===== config.mk =====
export PLATFORM = sky130hd
export DESIGN_NAME = note_player
export DESIGN_NICKNAME = d
export VERILOG_FILES = /design/src/rtl/note_player.sv
export SDC_FILE = /design/constraint.sdc
export NUM_CORES = 1
export LEC_CHECK = 0
export ABC_AREA = 1
export ABC_CLOCK_PERIOD_IN_PS = 2900
export CAP_MARGIN = 10
export CORE_MARGIN = 10
export CORE_UTILIZATION = 55
export CTS_CLUSTER_DIAMETER = 60
export DETAILED_ROUTE_END_ITERATION = 7
export PLACE_DENSITY = 0.82
export SLEW_MARGIN = 20
export SYNTH_ARGS = -nofsm -noshare
export SYNTH_HDL_FRONTEND = slang
export SYNTH_SLANG_ARGS = --single-unit

===== constraint.sdc =====
create_clock -name clk -period 2.9 [get_ports clk]
set_input_delay 0.29 -clock clk [delete_from_list [all_inputs] [get_ports clk]]
set_output_delay 0.29 -clock clk [all_outputs]
set_load 0.02 [all_outputs]

===== src/rtl/note_player.sv =====
// Note player: phase accumulator plus quarter-wave sine ROM sequencing, beat-timed note length.
// Optional half-amplitude release on the last beat when NOTE_RELEASE_EN is defined.
module note_player #(
    parameter int PHASE_W = 20,
    parameter int DUR_W   = 6
) (
    input  logic               clk,
    input  logic               reset,
    input  logic               play_enable,
    input  logic               load_new_note,
    input  logic [5:0]         note_in,
    input  logic [DUR_W-1:0]   duration_in,
    output logic [5:0]         note_to_lookup,
    input  logic [PHASE_W-1:0] step_size,
    input  logic               beat,
    input  logic               generate_next_sample,
    output logic [7:0]         rom_addr,
    input  logic [15:0]        rom_data,
    output logic [15:0]        sample_out,
    output logic               new_sample_ready,
    output logic               done_with_note
);

    typedef enum logic [2:0] {
        IDLE,
        PLAY,
        ADDR,
        DATA,
        DONE
    } state_t;

    state_t             state;
    logic [PHASE_W-1:0] phase;
    logic [DUR_W-1:0]   dur;
    logic [1:0]         fetch_q;
    logic               fetch_rest;

    logic [1:0]         quad;
    logic [7:0]         idx;
    logic [7:0]         addr_next;
    logic [DUR_W-1:0]   dur_next;
    logic signed [15:0] mag;
    logic signed [15:0] sample_next;

    // Odd quadrants run the quarter-wave table backwards.
    always_comb begin
        quad      = phase[PHASE_W-1 -: 2];
        idx       = phase[PHASE_W-3 -: 8];
        addr_next = quad[0] ? ~idx : idx;
    end

    always_comb begin
        dur_next = dur;
        if (beat && play_enable && (dur != '0)) begin
            dur_next = dur - DUR_W'(1);
        end
    end

    // Lower half of the wave (q2/q3) is the negated ROM word.
    always_comb begin
        mag         = $signed(rom_data);
        sample_next = fetch_q[1] ? -mag : mag;
`ifdef NOTE_RELEASE_EN
        if (dur == DUR_W'(1)) begin
            sample_next = sample_next >>> 1;
        end
`endif
        if (fetch_rest) begin
            sample_next = '0;
        end
    end

    always_ff @(posedge clk or posedge reset) begin
        if (reset) begin
            state            <= IDLE;
            phase            <= '0;
            dur              <= '0;
            note_to_lookup   <= '0;
            rom_addr         <= '0;
            sample_out       <= '0;
            new_sample_ready <= 1'b0;
            done_with_note   <= 1'b0;
            fetch_q          <= '0;
            fetch_rest       <= 1'b0;
        end else begin
            new_sample_ready <= 1'b0;
            done_with_note   <= 1'b0;
            if (load_new_note) begin
                // A fetch in flight is simply dropped here.
                note_to_lookup <= note_in;
                dur            <= duration_in;
                phase          <= '0;
                state          <= PLAY;
            end else begin
                unique case (state)
                    IDLE: begin
                        state <= IDLE;
                    end
                    PLAY: begin
                        if (play_enable) begin
                            if (dur == '0) begin
                                state          <= DONE;
                                done_with_note <= 1'b1;
                            end else begin
                                dur <= dur_next;
                                if (generate_next_sample) begin
                                    if (note_to_lookup != '0) begin
                                        rom_addr   <= addr_next;
                                        fetch_q    <= quad;
                                        fetch_rest <= 1'b0;
                                        phase      <= phase + step_size;
                                        state      <= ADDR;
                                    end else begin
                                        fetch_rest <= 1'b1;
                                        state      <= DATA;
                                    end
                                end
                            end
                        end
                    end
                    ADDR: begin
                        dur   <= dur_next;
                        state <= DATA;
                    end
                    DATA: begin
                        dur              <= dur_next;
                        sample_out       <= sample_next;
                        new_sample_ready <= 1'b1;
                        state            <= PLAY;
                    end
                    DONE: begin
                        state <= IDLE;
                    end
                    default: begin
                        state <= IDLE;
                    end
                endcase
            end
        end
    end

endmodule


**Yosys cells after proc, flatten, opt, wreduce, memory -nomap -nowiden**

Index checks and enable logic that the tools add are counted.

- Eq/ne operators: 7
- Reductions and logical operators: 17
- $add $sub $neg: 3
- Mux-type cells: 27
- Bitwise operators: 3

Operator list:

| cell | number |
|---|---|
| two-way mux 20 bit | 6 |
| two-way mux 16 bit | 2 |
| two-way mux 6 bit | 4 |
| adder 20 bit | 1 |
| negation 16 bit | 1 |
| two-way mux 3 bit | 4 |
| one-hot mux 6 bit (2 select lines) | 1 |
| nonzero test 6 bit | 2 |
| AND reduction 5 bit | 2 |
| one-hot mux 3 bit (3 select lines) | 1 |
| two-way mux 1 bit | 8 |
| two-way mux 8 bit | 1 |
| NOT 8 bit | 1 |
| nonzero test 2 bit | 4 |
| == test 3 x 2 -> 1 bit, second input constant | 2 |
| logical NOT 6 bit | 1 |
| != test 3 bit, second input constant | 2 |
| AND reduction 6 bit | 1 |
| subtractor 6 x 1 -> 6 bit, second input constant | 1 |
| != test 4 bit, second input constant | 1 |
| AND reduction 2 bit | 2 |
| == test 3 x 1 -> 1 bit, second input constant | 1 |
| AND reduction 3 bit | 1 |
| nonzero test 3 bit | 1 |
| 4 further kinds | 6 |

- Input port bits: 54
- Register bits after elaboration: 64
- Logic and storage cells: 67

**Logic depth before layout (Yosys ltp)**

Gate-level depths: netlist of the first run.

- Depth in word-level cells: 7
- Mapped depth: 12

**Least setup slack after synthesis of the first run**

OpenSTA, ideal clock, no wires.

- Kind: register to register
- Start point: register phase[0]
- End point: register phase[12]
- Path buffers: 0
- Arrival time: 1.587 ns
- Clock period less this slack: 1.704 ns
- Setup time: 0.117 ns
- Cell stages (with the launch flop): 11
- Setup slack: 1.196 ns
- Cell sequence: dfrtp_1 > ha_1 > fa_1 > nand3_1 > nand3_1 > nand2_1 > nand2_1 > nand2_1 > nand3b_1 > nand3_1 > nand2_1

- Cells in the longest elaborated chain, start to end: 7

Ends and longest elaborated chain:

| what | line | text |
|---|---|---|
| start, declared | 33 | `logic [PHASE_W-1:0] phase;` |
| start signal, assigned | 111 | `phase <= phase + step_size;` |
| adder 20 bit | 111 |  |
| two-way mux 20 bit | 107 | `if (note_to_lookup != '0) begin` |
| two-way mux 20 bit | 106 | `if (generate_next_sample) begin` |
| two-way mux 20 bit | 101 | `if (dur == '0) begin` |
| two-way mux 20 bit | 100 | `if (play_enable) begin` |
| two-way mux 20 bit | 95 | `unique case (state)` |
| two-way mux 20 bit | 88 | `if (load_new_note) begin` |

No other way between the ends. The select of a mux whose other input is x is not followed.
A chain may end at the register's enable or synchronous reset.

**Worst setup path after layout of the first run**

Ends and elaborated chain as after synthesis.

==> results.tsv, run 1 <==
metric	value	unit
power per cell area	607.3	mW/mm^2
clock period minus worst slack	1.943	ns
CTS root buf	clkbuf_8	
number of setup buffers added after CTS	0	
Port Buffers	85	
register area share after synthesis	37.12	%
H-tree levels	3	
Worst Setup Start Kind	flop	
Worst R2R Start	phase[0]$_DFFE_PP0P_	
multi-input logic area	0.002302	sq mm
vias in the first global route	4138	
Post-route DRC	0	
layout cells sized above 1	5.507	%
placeable core area	0.007370	sq mm
Post-Syn Area	0.004247	sq mm
CP Max Fanout	3	
antenna violations before repair	0	
hold path start	note_in[4]	
post-route setup slack	0.9575	ns
run status	complete, no violations	
syn_area_per_cell	7.089	sq um
crit path max-delay cell type	fa_1	
commonest non-fill, non-tap cell in the layout	nand2_1	
aggregate global routing overflow	0	
Tightest Hold Check Type	in2reg	
Pwr Total	0.003261	W
leakage	2.785	nW
routability cong.	0.9460	
f_max	514.8	MHz
first-pass GRT wire length	18.59	mm
pre-CTS WS	0.6434	ns
Seq cells post-synth	63	
unique cell type count in the Yosys netlist	39	
Post-CTS Resized	0	
Final Max Slew Viols	0	
DPL Wire Length	8.196	mm
Sw Pwr	0.001184	W
number of I/O pins	86	
clk_lat worst skew	0.36	ns
Switching Share	36.31	%
Area after DPL	0.005157	sq mm
Die Ht	107.9	microns
main combinational cell family by area after synthesis	simple AND/OR/NAND/NOR gates	
worst stage delay on the critical path	0.43	ns
Worst Path Required	3.19	ns
Slew HR	46.53	%
ANT cells	0	
CP dominant cell by count	nand2_1	
Post-CTS Hold Buffers	0	
XOR/XNOR Fraction of Synth Area	4.331	%
top_reg_cell synth	dfrtp_1	
storage element area	0.001577	sq mm
Clock Power Share	26.2	%
detailed router's first-iteration violation count	181	
setup TNS	0	ns
Yosys top cell by area	dfrtp_1	
Clock Skew	0.007897	ns
Area contributors post-synth	dfrtp_1 (37%), nand2_1 (19%), ha_1 (6.5%)	
Max Root-Sink Buffers	2	
CTS tree	done	
Compound-Gate Fraction of Synth Area	9.045	%
initial core utilization	57.62	%
endpoints failing hold	0	
post-synthesis mux area share	0	%
CP startpoint	phase[0]$_DFFE_PP0P_	
Die Area	0.01164	sq mm
Synth Area in Adders	6.953	%
Final setup viols	0	
area delta synth->final	26.46	%
Slew @ Worst Pin	0.8021	ns
Data arrival, critical path	2.24	ns
via count	4136	
fillers	594	
EDFF count, synth	0	
CP endpoint kind	flop	
Power Internal	0.002077	W
Async SR Flop Fraction	100.0	%
worst-path cell chain	ha_1, fa_1, nand3_1, nand3_1, nand2_1, nand2_1, nand2_1, nand2_1, nand2_1, nand3_1, nand2_1	
fin crit share	66.98	%
placed cells	773	
Reg clk slew, reported paths	0.08	ns
maximum vdd drop	0.3481	mV
largest net degree at the start of global routing	64	
chip width	107.9	microns
Post-Route WL	10.96	mm
Sink Count	63	
part of the power in registers	36.5	%
total clock buffers created by CTS	9	
TritonRoute pass-1 iters	5	
Post-Synthesis Cells	599	
synth warn	0	
Syn Nets	676	
Final Net Count	762	
most frequent cells in the layout	nand2_1 (213), clkdlybuf4s50_1 (85), inv_1 (66), dfrtp_1 (63), nand3_1 (50)	
Post-Synth Simple-Gate Area	33.88	%
RSZ-0062 raised after global routing	false	
Routed wire per std cell	13.88	microns
num rows	31	
Worst Path Class, Setup	reg2reg	
Vias/cell	5.242	
Max-Cap Viols	0	
Design Area, Final	0.005370	sq mm
aggregate global-route resource usage	19.27	%
Detail Route Antenna Nets	0	
Finished Layout Cells	789	
share of the synthesized area in the top cell type	37.12	%
Combinational Power Share	37.2	%
## power groups by stage
stage	clock network (W)	registers [W]	logic (W)
after detailed placement	0	0.00121	0.00122
after CTS	0.000863	0.00119	0.00122
after floorplan	0	0.00134	0.000584
final	0.000855	0.00119	0.00121
after global placement	0	0.00120	0.00118
after global routing	0.000908	0.00122	0.00134
## synthesized netlist by cell type, drive strengths merged, types with 5 or more instances
library cell and number:
xor2 13, nand3b 5, xnor2 8, a21oi 23
inv 72, buf 9, nand2 215, nor3 9
nand3 50, dfrtp 63, ha 22, o21ai 41
nor2 47
## kinds of logic after synthesis
| group | after synthesis |
|---|---|
| buffers and inverters | 86 |
| adder cells (fa/ha/maj) | 23 |
| AO/OA/AOI/OAI | 72 |
| XOR/XNOR | 21 |
| flip-flops | 63 |
| AND/OR/NAND/NOR | 334 |
## path summary, 6_finish.rpt
kind / end / slack, ns / cells past startpoint
setup / recovery: phase[12]$_DFFE_PP0P_ / 0.96 / 11
hold / removal: note_to_lookup[4]$_DFFE_PP0P_ / 0.46 / 3
setup reg to reg: phase[12]$_DFFE_PP0P_ / 0.96 / 11
hold reg to reg: rom_addr[7]$_DFFE_PP0P_ / 0.47 / 2
max in group asynchronous: phase[8]$_DFFE_PP0P_ / 1.87 / 3
min in group asynchronous: note_to_lookup[0]$_DFFE_PP0P_ / 0.50 / 3
## area by class of cell
cell class                      instances  area share, %
Clock buffer                           10          2.377
Clock inverter                          6          1.584
Multi-Input combinational cell        450          42.87
Sequential cell                        63          29.36
Inverter                               73          5.242
Tap cell                               99          2.307
Timing Repair Buffer                   88          16.26
## metal layers
metal  global-route usage [%]  wire (microns)
met1                    22.15            4668
met2                    34.22            5538
met3                    3.713             575
met4                    7.634             172
met5                        0               0
## state kept, by name, indices dropped and copies added (netlist names), 3 cells and up
register        count
note_to_lookup      6
state               3
rom_addr            8
sample_out         16
phase              20
dur                 6
## per-stage QoR
step | hold slack [ns] | utilization, %
5_1_grt | 0.4819 | 72.87
6_report | 0.4642 | 72.87
4_1_cts | 0.4569 | 72.87
3_5_place_dp | 0.4637 | 69.98
2_1_floorplan | 0.4068 | -
3_3_place_gp | 0.4547 | 69.98
## worst max-delay path, delay by kind of cell (launching register included)
family                     cells  cell delay [ns]
adders and majority gates      2             0.66
DFF                            1             0.40
and+or+nand+nor                9             0.84
Note: power is estimated with default switching activity, not from simulation.
==> run 2, diff against run 1 <==
ABC_CLOCK_PERIOD_IN_PS = 1640   (was 2900)
CORE_UTILIZATION = 47   (was 55)
PLACE_DENSITY = 0.74   (was 0.82)
clock period = 1.64 ns   (was 2.9 ns; I/O delays follow)
==> run 2 against run 1 <==
- the flow now finishes with violations (negative setup slack)
- global-route usage is 0.74 points lower
- sequential share of layout area is 4.6 points lower
- highest routed layer unchanged
- clock power is 58% higher
- setup slack worse by 1.1 ns
- first-iteration DRC count is 43% higher
- via count is 8.4% higher
- design area is 18% higher
- critical path depth is 1 lower
==> results.tsv, run 2 (synthesized netlist as in run 1, its figures left out) <==
metric	value	unit	change
run status	complete, but fails checks		
failing checks	negative setup slack		
ANT cells	0		unchanged
RSZ-0062 raised after global routing	true		
Max-Cap Viols	0		unchanged
Post-CTS Hold Buffers	0		unchanged
TritonRoute pass-1 iters	5		unchanged
commonest non-fill, non-tap cell in the layout	nand2_1		
Worst Path Class, Setup	reg2reg		
H-tree levels	3		unchanged
number of I/O pins	86		unchanged
aggregate global routing overflow	0		unchanged
via count	4483		+8.4%
total clock buffers created by CTS	9		unchanged
Routed wire per std cell	14.55	microns	+4.8%
max FFs per register	20		unchanged
clock period minus worst slack	1.733	ns	-0.2091 ns
Final setup viols	12		+12
initial core utilization	48.46	%	-9.2 points
Die Area	0.01324	sq mm	+14%
Final Net Count	838		+10%
maximum vdd drop	0.4507	mV	+29%
endpoints failing hold	0		unchanged
Worst Path Required	1.88	ns	-1.31 ns
Clock Skew	0.008649	ns	+0.0007521 ns
largest net degree at the start of global routing	64		unchanged
most frequent cells in the layout	nand2_1 (197), clkdlybuf4s50_1 (85), buf_4 (76), inv_1 (65), dfrtp_1 (63)		
Reg with most FFs	phase		
CTS tree	done		
detailed router's first-iteration violation count	258		+43%
num rows	34		+9.7%
FF-to-FF setup slack	-0.09	ns	-1.05 ns
Slew HR	76.69	%	+30 points
CTS root buf	clkbuf_8		
clk_lat worst skew	0.35	ns	about the same
Post-Route WL	12.72	mm	+16%
fin crit share	105.7	%	+39 points
Max Root-Sink Buffers	2		unchanged
Final Max Slew Viols	0		unchanged
Worst Setup Start Kind	flop		
f_max	576.9	MHz	+12%
Pwr Total	0.006106	W	+87%
chip width	115.1	microns	+6.7%
antenna violations before repair	0		unchanged
routability cong.	0.9059		-4.2%
CP endpoint kind	flop		
Detail Route Antenna Nets	0		unchanged
pre-CTS WS	-0.3629	ns	-1.006 ns
Design Area, Final	0.006356	sq mm	+18%
Slew @ Worst Pin	0.3496	ns	-0.4525 ns
Tightest Hold Check Type	in2async		
layout cells sized above 1	22.85	%	+17 points
leakage	3.193	nW	+15%
Sink Count	63		unchanged
power per cell area	960.7	mW/mm^2	+58%
area delta synth->final	49.68	%	
CP Max Fanout	4		+1
Vias/cell	5.129		-2.2%
DPL Wire Length	9.149	mm	+12%
vias in the first global route	4509		+9.0%
post-route setup slack	-0.09340	ns	-1.051 ns
Area after DPL	0.005715	sq mm	+11%
Port Buffers	85		unchanged
Data arrival, critical path	1.97	ns	-0.27 ns
placeable core area	0.008763	sq mm	+19%
Reg clk slew, reported paths	0.08	ns	about the same
first-pass GRT wire length	20.47	mm	+10%
top flop regs	phase: 20 flops, sample_out: 16 flops, rom_addr: 8 flops		
Post-route DRC	0		unchanged
aggregate global-route resource usage	18.53	%	-0.74 points
Die Ht	115.1	microns	+6.7%
## run 2: critical path: stages (launching register included)
cell and delay (ns):
dfrtp_1 0.44, ha_4 0.33, nand2_2 0.11, nor2_2 0.14, nand2_1 0.07, nor2_1 0.16, nand2_1 0.11, nand3_1 0.10
nand2_1 0.05, nand3_1 0.06, nand2_1 0.05
## run 2: final timing paths
| check | start | end | cells after the start |
|---|---|---|---|
| min | reset | sample_out[7]$_DFFE_PP0P_ | 3 |
| max | phase[9]$_DFFE_PP0P_ | phase[19]$_DFFE_PP0P_ | 10 |
| max in group asynchronous | reset | rom_addr[4]$_DFFE_PP0P_ | 3 |
| min in group clk | note_in[4] | note_to_lookup[4]$_DFFE_PP0P_ | 3 |
| min reg2reg | rom_addr[1]$_DFFE_PP0P_ | rom_addr[1]$_DFFE_PP0P_ | 2 |
| max reg2reg | phase[9]$_DFFE_PP0P_ | phase[19]$_DFFE_PP0P_ | 10 |
## run 2: area by class of cell
type                    count  area (sq um)
flip-flops and latches     63          1577
inverters                  73         285.3
well taps                 108         135.1
clock buffers              10         127.6
multi-input cells         450          2704
fillers                   687          2407
repair buffers            164          1466
clock inverters             6         61.31
## run 2: power breakdown
group | switching, W | leakage [nW] | internal, W | total [W]
clock | 0.000657 | 0.0960 | 0.000697 | 0.00135
combinational | 0.00138 | 2.27 | 0.00128 | 0.00266
sequential | 0.000215 | 0.825 | 0.00188 | 0.00209
total | 0.00225 | 3.19 | 0.00385 | 0.00611
## run 2: repair_timing
item                       CTS  global route
buffers inserted             1             6
gates resized for setup     36            39
setup endpoints to repair   15            23
pin swaps                    5            20
cloned                       0             1
## run 2: layer usage
layer	wire length [microns]	track usage, %	up-vias
li1	-	-	2238
met1	5315	21.82	2073
met2	6410	32.73	139
met3	739	3.958	33
met4	249	5.941	0
met5	0	0	-
## run 2: per-stage QoR
step                std cells  TNS, ns  hold WS (ns)  util, %
global route              874   -1.781        0.2872    72.53
detailed placement        850   -5.164        0.4575    65.22
floorplan                 599        0        0.2808        -
global placement          850   -4.227        0.4568    65.22
finish                    874  -0.5981        0.2586    72.53
CTS                       867  -0.5368        0.2729    70.19
